$ cat src/rtl/demux1_16_buf_pkg.sv
// Shared lane-count constants and types for the buffered 1:16 demultiplexer.
package demux16_pkg;
    localparam int NUM_LANES = 16;
    localparam int SEL_W     = 4;

    typedef logic [SEL_W-1:0]     lane_sel_t;
    typedef logic [NUM_LANES-1:0] lane_mask_t;
endpackage

$ cat src/rtl/demux1_16_buf_if.sv
// Producer/consumer bus of demux1_16_buf; in_bcast exists only when DEMUX_BROADCAST_EN is defined.
interface demux1_16_buf_if
    import demux16_pkg::*;
#(
    parameter int WIDTH = 8,
    parameter int CNT_W = 8
);
    logic                       in_valid;
    lane_sel_t                  in_sel;
    logic [WIDTH-1:0]           in_data;
    logic                       in_ready;
`ifdef DEMUX_BROADCAST_EN
    logic                       in_bcast;
`endif
    lane_mask_t                 out_valid;
    logic [NUM_LANES*WIDTH-1:0] out_data;
    lane_mask_t                 out_ready;
    logic [CNT_W-1:0]           acc_cnt;

`ifdef DEMUX_BROADCAST_EN
    modport master (output in_valid, in_sel, in_data, in_bcast, out_ready,
                    input  in_ready, out_valid, out_data, acc_cnt);
    modport slave  (input  in_valid, in_sel, in_data, in_bcast, out_ready,
                    output in_ready, out_valid, out_data, acc_cnt);
`else
    modport master (output in_valid, in_sel, in_data, out_ready,
                    input  in_ready, out_valid, out_data, acc_cnt);
    modport slave  (input  in_valid, in_sel, in_data, out_ready,
                    output in_ready, out_valid, out_data, acc_cnt);
`endif
endinterface

$ cat src/rtl/demux1_16_buf_dec4_16.sv
// 4-to-16 one-hot decoder with enable; produces the per-lane write mask.
module dec4_16
    import demux16_pkg::*;
(
    input  logic       en_i,
    input  lane_sel_t  sel_i,
    output lane_mask_t mask_o
);
    assign mask_o = en_i ? (lane_mask_t'(1) << sel_i) : '0;
endmodule

$ cat src/rtl/demux1_16_buf.sv
// Buffered 1:16 demux: one-word holding register per lane with valid/ready on input and lanes.
// Optional broadcast write to all lanes when DEMUX_BROADCAST_EN is defined.
module demux1_16_buf
    import demux16_pkg::*;
#(
    parameter int WIDTH = 8,
    parameter int CNT_W = 8
)(
    input logic           clk,
    input logic           reset_n,
    demux1_16_buf_if.slave bus
);
    lane_mask_t                 full_q, full_d;
    logic [WIDTH-1:0]           lane_q [NUM_LANES];
    logic [CNT_W-1:0]           acc_cnt_q, acc_cnt_d;
    lane_mask_t                 free, pop, dec_mask, wr_mask;
    logic                       accept, bcast;
    logic [NUM_LANES*WIDTH-1:0] lane_flat;

`ifdef DEMUX_BROADCAST_EN
    assign bcast = bus.in_bcast;
`else
    assign bcast = 1'b0;
`endif

    // A lane can take a word if it is empty or is being drained this same cycle.
    assign free   = ~full_q | bus.out_ready;
    assign bus.in_ready = reset_n & (bcast ? (&free) : free[bus.in_sel]);
    assign accept = bus.in_valid & bus.in_ready;

    dec4_16 u_dec (
        .en_i   (accept & ~bcast),
        .sel_i  (bus.in_sel),
        .mask_o (dec_mask)
    );

    assign wr_mask   = (accept & bcast) ? '1 : dec_mask;
    assign pop       = full_q & bus.out_ready;
    assign full_d    = (full_q & ~pop) | wr_mask;
    assign acc_cnt_d = accept ? acc_cnt_q + CNT_W'(1) : acc_cnt_q;

    always_ff @(posedge clk or negedge reset_n) begin
        if (!reset_n) begin
            full_q    <= '0;
            acc_cnt_q <= '0;
            for (int i = 0; i < NUM_LANES; i++) lane_q[i] <= '0;
        end else begin
            full_q    <= full_d;
            acc_cnt_q <= acc_cnt_d;
            for (int i = 0; i < NUM_LANES; i++)
                if (wr_mask[i]) lane_q[i] <= bus.in_data;
        end
    end

    always_comb begin
        lane_flat = '0;
        for (int i = 0; i < NUM_LANES; i++) lane_flat[i*WIDTH +: WIDTH] = lane_q[i];
    end

    assign bus.out_valid = full_q;
    assign bus.out_data  = lane_flat;
    assign bus.acc_cnt   = acc_cnt_q;
endmodule
$ cat src/flat_wrapper.sv
// flat-port wrapper written by rule: the top's interface ports become plain ports
module demux1_16_buf_flat import demux16_pkg::*;
#(
    parameter int WIDTH = 8,
    parameter int CNT_W = 8
)
  (clk, reset_n, bus_in_valid, bus_in_sel, bus_in_data, bus_out_ready, bus_in_ready, bus_out_valid, bus_out_data, bus_acc_cnt);
  demux1_16_buf_if #(.WIDTH(WIDTH), .CNT_W(CNT_W)) bus_i ();
  input logic clk;
  input logic reset_n;
  input wire logic [$bits(bus_i.in_valid)-1:0] bus_in_valid;
  input wire logic [$bits(bus_i.in_sel)-1:0] bus_in_sel;
  input wire logic [$bits(bus_i.in_data)-1:0] bus_in_data;
  input wire logic [$bits(bus_i.out_ready)-1:0] bus_out_ready;
  output wire logic [$bits(bus_i.in_ready)-1:0] bus_in_ready;
  output wire logic [$bits(bus_i.out_valid)-1:0] bus_out_valid;
  output wire logic [$bits(bus_i.out_data)-1:0] bus_out_data;
  output wire logic [$bits(bus_i.acc_cnt)-1:0] bus_acc_cnt;
  assign bus_i.in_valid = bus_in_valid;
  assign bus_i.in_sel = bus_in_sel;
  assign bus_i.in_data = bus_in_data;
  assign bus_i.out_ready = bus_out_ready;
  assign bus_in_ready = bus_i.in_ready;
  assign bus_out_valid = bus_i.out_valid;
  assign bus_out_data = bus_i.out_data;
  assign bus_acc_cnt = bus_i.acc_cnt;
  demux1_16_buf #(.WIDTH(WIDTH), .CNT_W(CNT_W)) u_core (.clk(clk), .reset_n(reset_n), .bus(bus_i));
endmodule
$ cat config.mk
export PLATFORM = sky130hd
export DESIGN_NAME = demux1_16_buf_flat
export DESIGN_NICKNAME = d
export VERILOG_FILES = /design/src/rtl/demux1_16_buf_pkg.sv /design/src/rtl/demux1_16_buf_if.sv /design/src/rtl/demux1_16_buf_dec4_16.sv /design/src/rtl/demux1_16_buf.sv /design/src/flat_wrapper.sv
export SDC_FILE = /design/constraint.sdc
export NUM_CORES = 1
export LEC_CHECK = 0
export BUFFER_PORTS_ARGS = -buffer_cell sky130_fd_sc_hd__buf_2
export CORE_ASPECT_RATIO = 1.2
export CORE_UTILIZATION = 30
export DETAILED_ROUTE_END_ITERATION = 10
export SLEW_MARGIN = 20
export SYNTH_ARGS = -nofsm -noshare
export SYNTH_HDL_FRONTEND = slang
export SYNTH_SLANG_ARGS = --single-unit
$ cat constraint.sdc
create_clock -name clk -period 3.94 [get_ports clk]
set_input_delay 1.182 -clock clk [delete_from_list [all_inputs] [get_ports clk]]
set_output_delay 1.182 -clock clk [all_outputs]
set_load 0.05 [all_outputs]
### Word level (Yosys, flattened, before mapping)

Index checks and enable logic that the tools add are counted.

| storage, ports and cells | value |
|---|---|
| flip-flop bits (word level) | 152 |
| bits in latches | 0 |
| RAM bits | 0 |
| memory bits (read-only) | 0 |
| input bits | 31 |
| output and inout bits | 153 |
| logic and storage cells | 32 |
| memories kept | 0 |

| operators by class | value |
|---|---|
| add/subtract/negate cells | 1 |
| multipliers | 0 |
| divide/modulo/power cells | 0 |
| $lt $le $gt $ge | 1 |
| equal/unequal tests | 0 |
| shift-type cells | 1 |
| mux-type cells | 3 |
| bitwise operators | 8 |
| reductions and logical operators | 0 |

Operators by type and width:

| operator | number |
|---|---|
| 16-bit AND | 2 |
| 16-bit inverter | 2 |
| 16-bit OR | 2 |
| 16-bit two-way mux | 1 |
| 1-bit by 4-bit << shifter with 16-bit output (first input constant) | 1 |
| 8-bit by 1-bit adder with 8-bit output (second input constant) | 1 |
| 4-bit by 5-bit less-than comparator with 1-bit output (second input constant) | 1 |
| 1-bit binary-select mux with 4-bit select | 1 |
| 1-bit AND | 2 |
| 1-bit two-way mux | 1 |

### Longest topological paths before layout

Gate-level depths: netlist of run 1.

| logic depth | value |
|---|---|
| word-level depth | 8 |
| mapped depth | 9 |
| gate-level depth less buffers | 6 |

### Modules after synthesis

A second synthesis of run 1 with hierarchy kept.

| unflattened totals | value |
|---|---|
| cells, all modules | 405 |
| area total of the unflattened synthesis | 6053.3 sq um |

By module, submodules not included:

| module | instances | cells an instance | area each (sq um) | sequential area each (sq um) |
|---|---|---|---|---|
| demux1_16_buf | 1 | 382 | 5933.2 | 3803.6 |
| dec4_16 | 1 | 23 | 120.1 | 0.0 |

### Worst setup path after synthesis of run 1

Ideal clock, no wire load.

| path | value |
|---|---|
| path kind | input -> output |
| start | input port bus_in_sel[0] |
| end | output port bus_in_ready |
| arrival | 2.383 ns |
| data required time | 2.758 ns |
| slack | 0.375 ns |
| cell stages on the path | 6 |
| path buffers | 2 |
| path through | buf_2 > and2b_1 > a211oi_1 > a221oi_2 > a31oi_2 > buf_6 |

| between the ends | value |
|---|---|
| word-level cells in the longest chain between the ends | 3 |

RTL lines:

| element | line | RTL |
|---|---|---|
| from (decl) | flat_wrapper.sv:12 | `input wire logic [$bits(bus_i.in_sel)-1:0] bus_in_sel;` |
| 1-bit binary-select mux with 4-bit select | demux1_16_buf.sv:28 | `assign bus.in_ready = reset_n & (bcast ? (&free) : free[bus.in_sel]);` |
| 1-bit two-way mux (not written as such) | demux1_16_buf.sv:28 |  |
| 1-bit AND | demux1_16_buf.sv:28 |  |
| to (decl) | flat_wrapper.sv:15 | `output wire logic [$bits(bus_i.in_ready)-1:0] bus_in_ready;` |

Every way passes these cells. The select of a mux whose other input is x is not followed.

### Worst setup path in the final report of run 1

Same ends and word-level chain as after synthesis.

==> run_results.csv, run 1 <==
group,metric,value,unit
logic_synthesis,synth_top_area_share,58.4,%
clock_network,cts-resized-gates,0,
setup_path,rr_endpoint,"u_core.bus.out_data[21]$_DFFE_PN0P_",
timing,fin_tns_setup,0,ns
worst_hold_path,hold_depth,1,
timing,period_minus_slack,3.78,ns
logic_synthesis,synth.cell_area,6510,um^2
placed_design,gp_congestion,0.803,
clock_network,cts_hold_repair.buffers,0,
drt,ant_nets,0,
die,start_util,30.8,%
clock_network,htreeDepth,4,
setup_path,critical_path_class,"primary input to primary output",
logic_synthesis,ys_async_sr_fraction,100,%
clock_network,cts_tree,"built",
setup_path,r2r_slack,1.39,ns
placed_design,port_buffers,183,
die,die_width,137,um
clock_network,clkSinkCount,152,
job,max_cap_viol_count,0,
clock_network,post_cts_buffers,0,
power,p_leak,4.40,nW
timing,fmax,265,MHz
setup_path,crit_path_end_kind,"primary output",
logic_synthesis,synth_ff_type,"dfrtp_1",
cells_and_area,drive_above_1_share,53.4,%
drt,wirelength,17600,um
placed_design,dpl-instance-area,7680,um^2
timing,drv_slew,0,
logic_synthesis,yosys_warnings,0,
die,io_pins,184,
cells_and_area,multi_input_area,2440,um^2
timing,rsz0062_at_grt,"false",
worst_hold_path,hold_class,"register to register",
timing,relSlewSlack,49.9,%
logic_synthesis,synth_nets,443,
power,powerDensity,701,nW/um^2
die,fp.dieArea,22300,um^2
die,fp-row-count,58,
setup_path,reg2regPathDepth,8,
timing,finalSetupViolations,0,
cells_and_area,syn_to_final_growth,26.9,%
grt,grt-ovfl-total,0,
drt,drtPass1Iterations,4,
worst_hold_path,hold_path.startpoint,"u_core.bus.out_data[52]$_DFFE_PN0P_",
timing,hold_viol,0,
drt,drc,0,
die,core,21100,um^2
drt,initialDrtViolationCount,156,
logic_synthesis,synth_area_leaders,"dfrtp_1 (58%), mux2_4 (20%), mux2_1 (6.9%)",
grt,grt_max_degree,142,
grt,grt_pass1_vias,4245,
setup_path,arrival,2.59,ns
cells_and_area,n_antenna_cell,0,
placed_design,place.detailed.hpwl,12500,um
setup_path,crit_fanout,11,
clock_network,clk_pin_slew,0.06,ns
drt,wire_per_inst,20.0,um
clock_network,cts-root-buf,"clkbuf_16",
grt,grt_pass1_wl,26800,um
grt,gr-usage-all-layers,16.6,%
logic_synthesis,ys_seq_area_share,58.4,%
logic_synthesis,ys_ff_latch,152,
setup_path,crit_required,2.76,ns
logic_synthesis,synth_edf_count,0,
drt,vias_per_cell,4.60,
clock_network,clk_path_buf_depth,2,
die,die_y,163,um
setup_path,worstReg2RegStart,"u_core.bus.out_valid[7]$_DFF_PN0_",
power,ir_drop,0.425,mV
cells_and_area,fin_area,8270,um^2
cells_and_area,fillers,1995,
cells_and_area,regArea,3800,um^2
setup_path,worstSetupStartpointType,"primary input",
drt,via_count,4051,
clock_network,clock_latency,0.42,ns
clock_network,tritoncts.num_buffers,17,
logic_synthesis,avgSynthCellArea,15.8,um^2
cells_and_area,layout.nets,629,
outcome,outcome,"finished clean",
timing,period_share,95.9,%
logic_synthesis,yosysTopAreaCell,"dfrtp_1",
timing,worst_slew_pin_slew,0.751,ns
timing,finClkSkew,0.0189,ns
logic_synthesis,synthCells,411,
grt,antenna_found_initial,0,
worst_hold_path,min_to,"u_core.bus.out_data[52]$_DFFE_PN0P_",
logic_synthesis,synth.distinct_cells,36,
sequential cells by signal, indices dropped and copies added, names as in the netlist:
signal,count
u_core.bus.out_valid,16
u_core.bus.out_data,128
u_core.bus.acc_cnt,8
cell usage after synthesis (2+ instances only):
| library cell | n |
|---|---|
| nor4b_1 | 2 |
| clkbuf_1 | 2 |
| buf_6 | 10 |
| buf_1 | 8 |
| and3_1 | 8 |
| dfrtp_1 | 152 |
| buf_4 | 3 |
| nor2b_1 | 3 |
| a21o_1 | 14 |
| nand2b_1 | 5 |
| buf_2 | 6 |
| nand3_1 | 6 |
| nand2_1 | 2 |
| inv_1 | 18 |
| o2111ai_1 | 2 |
| and4_1 | 5 |
| nor2_1 | 3 |
| nor3b_1 | 2 |
| xnor2_1 | 7 |
| mux2_4 | 88 |
| and4_4 | 7 |
| mux2_1 | 40 |
| a31oi_1 | 5 |
routing by layer:
| layer | up-vias | GRT usage [%] | share of wire (%) |
|---|---|---|---|
| met3 | 15 | 4.03 | 5.3 |
| met5 | - | 0 | 0 |
| met4 | 0 | 4.65 | 1.3 |
| met2 | 139 | 26.0 | 47 |
| li1 | 1822 | - | - |
| met1 | 2075 | 22.6 | 47 |
metrics by stage:
| step | util [%] | setup WS, ns | hold slack (ns) | power [mW] | instances |
|---|---|---|---|---|---|
| after floorplan | - | 0.375 | 0.786 | 3.68 | 411 |
| final | 39.2 | 0.163 | 0.481 | 5.80 | 880 |
| after global routing | 39.2 | 0.0659 | 0.496 | 6.05 | 880 |
| after detailed placement | 36.4 | 0.136 | 0.469 | 4.21 | 848 |
| after CTS | 39.2 | 0.142 | 0.484 | 5.87 | 880 |
| after global placement | 36.4 | 0.180 | 0.464 | 4.18 | 848 |
placed cells by master, fill, tap and decap left out, drive strengths merged:
cell | Yosys | routed
a21o | 14 | 14
clkinv | 0 | 3
a31oi | 6 | 6
nand3 | 6 | 6
and4 | 12 | 12
and3 | 8 | 8
buf | 27 | 196
and2b | 1 | 1
o2111ai | 2 | 2
xnor2 | 7 | 7
nor3b | 2 | 2
nor4bb | 1 | 1
a211oi | 1 | 1
nand2 | 2 | 2
mux4 | 1 | 1
a221oi | 1 | 1
mux2 | 129 | 129
inv | 18 | 22
clkbuf | 2 | 20
bufinv | 0 | 2
nor2b | 3 | 3
nor2 | 3 | 3
and4b | 1 | 1
nand4 | 2 | 2
dfrtp | 152 | 152
and2 | 1 | 1
or2 | 1 | 1
ha | 1 | 1
nand2b | 5 | 5
clkinvlp | 0 | 3
nor4b | 2 | 2
area by class of cell:
type | instances | share of cell area, %
Clock buffer | 20 | 5.40
Clock inverter | 12 | 1.69
Inverter | 18 | 0.817
Multi-Input combinational cell | 212 | 29.5
Sequential cell | 152 | 46.0
Tap cell | 270 | 4.09
Timing Repair Buffer | 196 | 12.5
worst max-delay path, cell delays in order:
cell and delay, ns:
buf_2 0.17, inv_1 0.12, mux4_2 0.52, a221oi_2 0.30
a31oi_2 0.07, buf_2 0.23
cells by family (layout without fill, tap and decap cells):
| logic type | Yosys count | count (layout) | share of synthesized area, % |
|---|---|---|---|
| compound gates | 24 | 24 | 2.90 |
| xor+xnor | 7 | 7 | 0.941 |
| fa+ha+maj | 1 | 1 | 0.192 |
| buf+inv | 47 | 246 | 4.15 |
| flops | 152 | 152 | 58.4 |
| mux | 130 | 130 | 27.7 |
| simple gates | 50 | 50 | 5.71 |
power by group:
part / total [mW] / internal [mW] / switching (mW)
Sequential: 2.09 / 1.89 / 0.203
Clock: 1.62 / 0.959 / 0.661
Combinational: 2.09 / 0.580 / 1.51
Total: 5.80 / 3.42 / 2.37
how the worst max path moves through the flow:
stage               slack [ns]            to  depth (start not counted)     startpoint
floorplan                 0.37  bus_in_ready                          6  bus_in_sel[0]
global placement          0.18  bus_in_ready                          6  bus_in_sel[0]
detailed placement        0.14  bus_in_ready                          6  bus_in_sel[0]
CTS                       0.14  bus_in_ready                          6  bus_in_sel[0]
global route              0.07  bus_in_ready                          6  bus_in_sel[0]
finish                    0.16  bus_in_ready                          6  bus_in_sel[0]
Note: power is estimated with default switching activity, not from simulation.
==> inputs of run 2 (changes only) <==
--- a/config.mk
+++ b/config.mk
@@ -5,6 +5,7 @@
 export SDC_FILE = /design/constraint.sdc
 export NUM_CORES = 1
 export LEC_CHECK = 0
+export ABC_AREA = 1
 export BUFFER_PORTS_ARGS = -buffer_cell sky130_fd_sc_hd__buf_2
 export CORE_ASPECT_RATIO = 1.2
 export CORE_UTILIZATION = 30
==> run 2 against run 1 <==
Area after synthesis rose by 1.7%. Flip-flop and latch count did not move. Sequential share of layout area fell by 0.69 points. Register-to-register slack improved by 0.09 ns. Clock skew fell by 0.012 ns. Critical path depth rose by 2. Routed wire length rose by 22%. Fmax rose by 4.3%. Synthesized cell count rose by 82%.
==> run_results.csv, run 2 <==
group,metric,value,unit
placed_design,dpl.cell_count,1171,
die,die_width,138,um
drt,drc,0,
power,totalPowerFinal,5.20,mW
timing,relSlewSlack,40.3,%
clock_network,clk_pin_slew,0.06,ns
timing,setup_ws,0.320,ns
placed_design,dpl-instance-area,7850,um^2
setup_path,cp_top_family,"buffers and inverters",
logic_synthesis,ys_seq_area_share,57.4,%
die,start_util,30.5,%
grt,grt_pass1_wl,32600,um
outcome,outcome,"finished clean",
logic_synthesis,synth_fa_ha_area_share,0.189,%
timing,holdWs,0.464,ns
timing,period_minus_slack,3.62,ns
drt,vias_per_cell,4.98,
power,powerDensity,619,nW/um^2
setup_path,arrival,2.44,ns
timing,hold_viol,0,
cells_and_area,drive_above_1_share,27.8,%
cells_and_area,syn_to_final_growth,26.8,%
clock_network,clkSinkCount,152,
drt,via_count,5990,
timing,fin_tns_setup,0,ns
setup_path,crit_fanout,11,
grt,antenna_found_initial,3,
setup_path,worstSetupStartpointType,"primary input",
logic_synthesis,synth_ff_type,"dfrtp_1",
die,die_y,165,um
placed_design,place.detailed.hpwl,13800,um
die,fp.dieArea,22700,um^2
logic_synthesis,synth.distinct_cells,23,
clock_network,cts-root-buf,"clkbuf_16",
cells_and_area,final_common_cell,"nand2_1",
cells_and_area,layout_common_cells,"nand2_1 (295), buf_2 (181), dfrtp_1 (152), nand4_1 (128), inv_1 (20)",
logic_synthesis,synth_top_area_share,57.4,%
logic_synthesis,avgSynthCellArea,8.86,um^2
logic_synthesis,synth_xor_area_share,0.794,%
drt,wire_per_inst,17.9,um
clock_network,htreeDepth,4,
setup_path,cpPeakStageDelay,0.30,ns
timing,rsz0062_at_grt,"false",
grt,gr-usage-all-layers,19.4,%
logic_synthesis,ys_top_cells_by_count,"nand2_1 (295), dfrtp_1 (152), nand4_1 (128), clkbuf_1 (24), inv_1 (20)",
clock_network,cts_hold_repair.buffers,0,
timing,finalSetupViolations,0,
logic_synthesis,synth-compound-area-share,1.06,%
logic_synthesis,yosys_warnings,0,
setup_path,crit_chain,"buf_2 > inv_1 > a21oi_1 > nand3_1 > nand3_1 > nand2_1 > nor2_4 > buf_2",
clock_network,tritoncts.num_buffers,17,
setup_path,crit_path_end_kind,"primary output",
timing,worst_slew_pin_slew,0.895,ns
cells_and_area,final_util,38.7,%
cells_and_area,layout.nets,948,
logic_synthesis,yosysMostFrequentCell,"nand2_1",
timing,finClkSkew,0.00694,ns
die,fp-row-count,59,
drt,drtPass1Iterations,5,
worst_hold_path,hold_class,"register to register",
cells_and_area,largest_register_ffs,128,
logic_synthesis,ys_async_sr_fraction,100,%
clock_network,clk_path_buf_depth,2,
placed_design,gp_congestion,0.784,
drt,wirelength,21500,um
logic_synthesis,synth_nets,779,
power,p_leak,4.66,nW
clock_network,post_cts_buffers,0,
grt,grt_pass1_vias,5601,
logic_synthesis,ys_ff_latch,152,
drt,ant_nets,0,
logic_synthesis,synth_simple_gate_area_share,35.7,%
die,core,21700,um^2
timing,fmax,276,MHz
logic_synthesis,yosysTopAreaCell,"dfrtp_1",
power,ir_drop,0.336,mV
cells_and_area,fin_area,8390,um^2
clock_network,cts_tree,"built",
job,max_cap_viol_count,0,
setup_path,crit_buf_inv,3,
drt,initialDrtViolationCount,348,
grt,grt_max_degree,153,
timing,period_share,91.9,%
placed_design,post-place-ws,0.321,ns
setup_path,slowest_stage,"buf_2",
cells_and_area,final_cells,1203,
die,io_pins,184,
logic_synthesis,synth.cell_area,6620,um^2
logic_synthesis,synth_top_family_by_area,"simple AND/OR/NAND/NOR gates",
grt,grt-ovfl-total,0,
logic_synthesis,synth_edf_count,0,
clock_network,cts-resized-gates,0,
placed_design,port_buffers,183,
logic_synthesis,synthCells,747,
logic_synthesis,synth_area_leaders,"dfrtp_1 (57%), nand2_1 (17%), nand4_1 (12%)",
setup_path,critical_path_class,"primary input to primary output",
setup_path,crit_required,2.76,ns
clock_network,clock_latency,0.42,ns
logic_synthesis,yosys-mux-area-fraction,0,%
timing,drv_slew,0,
==> run 2: tightest hold or removal path, stage by stage, from the launching register on <==
cell and delay, ns:
dfrtp_1 0.33, nand2_1 0.05, nand2_1 0.05
==> run 2: layout make-up <==
cell class                      count  area, um^2
Sequential cell                   152        3800
Timing Repair Buffer              203        1110
Multi-Input combinational cell    517        2500
Inverter                           25        93.8
Clock buffer                       23         468
Clock inverter                      8        73.8
Fill cell                        2254       13300
Tap cell                          274         343
Antenna cell                        1        2.50
==> run 2: path summary, 6_finish.rpt <==
path / from / to / slack (ns) / cells past startpoint
max: bus_in_sel[2] / bus_in_ready / 0.32 / 8
min: u_core.bus.out_data[92]$_DFFE_PN0P_ / u_core.bus.out_data[92]$_DFFE_PN0P_ / 0.46 / 2
max reg2reg: u_core.bus.out_valid[13]$_DFF_PN0_ / u_core.bus.acc_cnt[5]$_DFFE_PN0P_ / 1.48 / 11
min reg2reg: u_core.bus.out_data[92]$_DFFE_PN0P_ / u_core.bus.out_data[92]$_DFFE_PN0P_ / 0.46 / 2
max in group asynchronous: reset_n / u_core.bus.out_data[88]$_DFFE_PN0P_ / 2.34 / 2
min in group asynchronous: reset_n / u_core.bus.out_data[68]$_DFFE_PN0P_ / 0.88 / 2
==> run 2: kinds of logic after synthesis <==
group	after synthesis
xor+xnor	6
simple gates	496
fa+ha+maj	1
flops	152
buf+inv	78
compound gates	14
==> run 2: layer usage <==
layer	global-route usage, %	wire length [um]	up-vias
met2	30.8	10400	160
met1	26.2	9730	2938
li1	-	-	2868
met4	6.54	267	4
met5	0	21	-
met3	3.87	1040	20
==> run 2: where the power goes <==
part	total (mW)	internal, mW	leakage (nW)	switching [mW]
combinational	1.67	0.326	2.39	1.34
clock	1.54	0.896	0.263	0.646
sequential	1.99	1.82	2.01	0.168
==> inputs of run 3 (changes only) <==
--- a/config.mk
+++ b/config.mk
@@ -5,11 +5,13 @@
 export SDC_FILE = /design/constraint.sdc
 export NUM_CORES = 1
 export LEC_CHECK = 0
-export ABC_AREA = 1
 export BUFFER_PORTS_ARGS = -buffer_cell sky130_fd_sc_hd__buf_2
+export CELL_PAD_IN_SITES_DETAIL_PLACEMENT = 1
+export CELL_PAD_IN_SITES_GLOBAL_PLACEMENT = 1
 export CORE_ASPECT_RATIO = 1.2
 export CORE_UTILIZATION = 30
 export DETAILED_ROUTE_END_ITERATION = 10
+export PLACE_DENSITY = 0.57
 export SLEW_MARGIN = 20
 export SYNTH_ARGS = -nofsm -noshare
 export SYNTH_HDL_FRONTEND = slang
==> run 3 against run 2 <==
Largest power group is now combinational logic. Routed wire length shrank 12%. Utilization grew 0.25 points. Fmax shrank 4.9%. Final area shrank 2.1%. Critical path depth shrank 2. Sequential share of layout area grew 0.96 points. Clock power grew 7%. Sequential power grew 5%. Setup slack lost 0.19 ns. Die area shrank 1.6%. Flip-flop and latch count is the same.
==> run_results.csv, run 3 (synthesized netlist as in run 1, its figures left out) <==
group,metric,value,unit
setup_path,worstReg2RegStart,"u_core.bus.out_valid[7]$_DFF_PN0_",
grt,grt_pass1_vias,4485,
power,ir_drop,0.327,mV
grt,grt_max_degree,59,
setup_path,crit_fanout,12,
clock_network,cts_hold_repair.buffers,0,
clock_network,clock_latency,0.42,ns
timing,period_share,96.6,%
clock_network,cts-resized-gates,0,
setup_path,cp_top_family,"compound AO/OA/AOI/OAI gates",
grt,grt_pass1_wl,29000,um
placed_design,gp_congestion,0.751,
worst_hold_path,min_to,"u_core.bus.out_data[37]$_DFFE_PN0P_",
clock_network,post_cts_buffers,0,
timing,rsz0062_at_grt,"false",
cells_and_area,largest_register_ffs,128,
worst_hold_path,hold_depth,1,
outcome,outcome,"finished clean",
clock_network,htreeDepth,4,
cells_and_area,fillers,2234,
setup_path,r2r_slack,1.27,ns
cells_and_area,final_util,38.9,%
setup_path,arrival,2.63,ns
grt,grt-ovfl-total,0,
timing,fin_tns_setup,0,ns
worst_hold_path,hold_class,"register to register",
die,die_width,137,um
clock_network,clk_pin_slew,0.06,ns
setup_path,crit_chain,"buf_2 > and2b_1 > a211oi_1 > a221oi_2 > a31oi_2 > buf_2",
clock_network,clk_path_buf_depth,2,
drt,ant_nets,0,
die,io_pins,184,
drt,wirelength,18900,um
job,max_cap_viol_count,0,
die,die_y,163,um
timing,finClkSkew,0.0114,ns
grt,gr-usage-all-layers,18.1,%
timing,holdWs,0.481,ns
timing,period_minus_slack,3.81,ns
worst_hold_path,hold_path.startpoint,"u_core.bus.out_data[37]$_DFFE_PN0P_",
power,powerDensity,711,nW/um^2
clock_network,clkSinkCount,152,
setup_path,crit_path_end_kind,"primary output",
drt,drc,0,
placed_design,place.detailed.hpwl,13500,um
timing,relSlewSlack,48.8,%
setup_path,crit_buf_inv,2,
cells_and_area,layout_common_cells,"buf_2 (182), dfrtp_1 (152), mux2_4 (88), mux2_1 (40), inv_1 (18)",
die,fp-row-count,58,
setup_path,reg2regPathDepth,7,
drt,drtPass1Iterations,4,
clock_network,cts_tree,"built",
timing,fmax,263,MHz
drt,wire_per_inst,21.6,um
die,core,21100,um^2
setup_path,rr_endpoint,"u_core.bus.out_data[52]$_DFFE_PN0P_",
cells_and_area,multi_input_area,2440,um^2
drt,via_count,4044,
setup_path,cpPeakStageDelay,0.33,ns
cells_and_area,layout.nets,624,
setup_path,crit_path_frequent_cell,"buf_2",
grt,antenna_found_initial,3,
drt,vias_per_cell,4.63,
power,p_leak,4.37,nW
clock_network,tritoncts.num_buffers,17,
timing,drv_slew,0,
die,start_util,30.8,%
placed_design,port_buffers,183,
timing,worst_slew_pin_slew,0.769,ns
cells_and_area,drive_above_1_share,53.3,%
timing,finalSetupViolations,0,
setup_path,slowest_stage,"a211oi_1",
setup_path,worstSetupStartpointType,"primary input",
cells_and_area,final_common_cell,"buf_2",
die,fp.dieArea,22300,um^2
cells_and_area,n_antenna_cell,0,
timing,hold_viol,0,
setup_path,critical_path_class,"primary input to primary output",
setup_path,crit_required,2.76,ns
cells_and_area,syn_to_final_growth,26.2,%
cells_and_area,regArea,3800,um^2
clock_network,cts-root-buf,"clkbuf_16",
drt,initialDrtViolationCount,169,
[run 3: worst register-to-register path, stage by stage, from the launching register on]
cell      delay, ns
dfrtp_1        0.42
and4b_1        0.19
a211oi_1       0.30
a221oi_2       0.11
a31oi_2        0.21
buf_4          0.29
and4_1         0.64
mux2_1         0.39
[run 3: layout make-up]
class / count / share of cell area (%)
Clock buffer: 17 / 5.18
Inverter: 18 / 0.822
Tap cell: 270 / 4.11
Sequential cell: 152 / 46.3
Multi-Input combinational cell: 212 / 29.7
Clock inverter: 14 / 1.98
Timing Repair Buffer: 191 / 12.0
[run 3: worst max-delay path by stage]
stage                        from      endpoint  cells after the start
CTS                 bus_in_sel[1]  bus_in_ready                      6
detailed placement  bus_in_sel[1]  bus_in_ready                      6
floorplan           bus_in_sel[0]  bus_in_ready                      6
global route        bus_in_sel[1]  bus_in_ready                      6
global placement    bus_in_sel[0]  bus_in_ready                      7
finish              bus_in_sel[1]  bus_in_ready                      6
[run 3: layer usage]
layer | vias to the layer above | share of wire, % | global-route usage [%]
li1 | 1808 | - | -
met1 | 2109 | 42 | 22.6
met2 | 105 | 51 | 29.9
met3 | 20 | 4.7 | 4.69
met4 | 2 | 1.9 | 6.46
met5 | - | 0.069 | 0
[run 3: stage by stage]
step           worst slack, ns  cells  area, um^2  power [mW]
2_1_floorplan            0.375    411        6510        3.68
3_3_place_gp             0.168    843        7630        4.20
3_5_place_dp            0.0862    843        7630        4.24
4_1_cts                 0.0812    874        8220        5.92
5_1_grt                 0.0265    874        8220        6.09
6_report                 0.132    874        8220        5.84
[run 3: power breakdown]
group          internal, mW  switching, mW  total, mW
Sequential             1.89          0.207       2.09
Clock                 0.949          0.705       1.65
Combinational         0.579           1.52       2.10
Total                  3.41           2.43       5.84
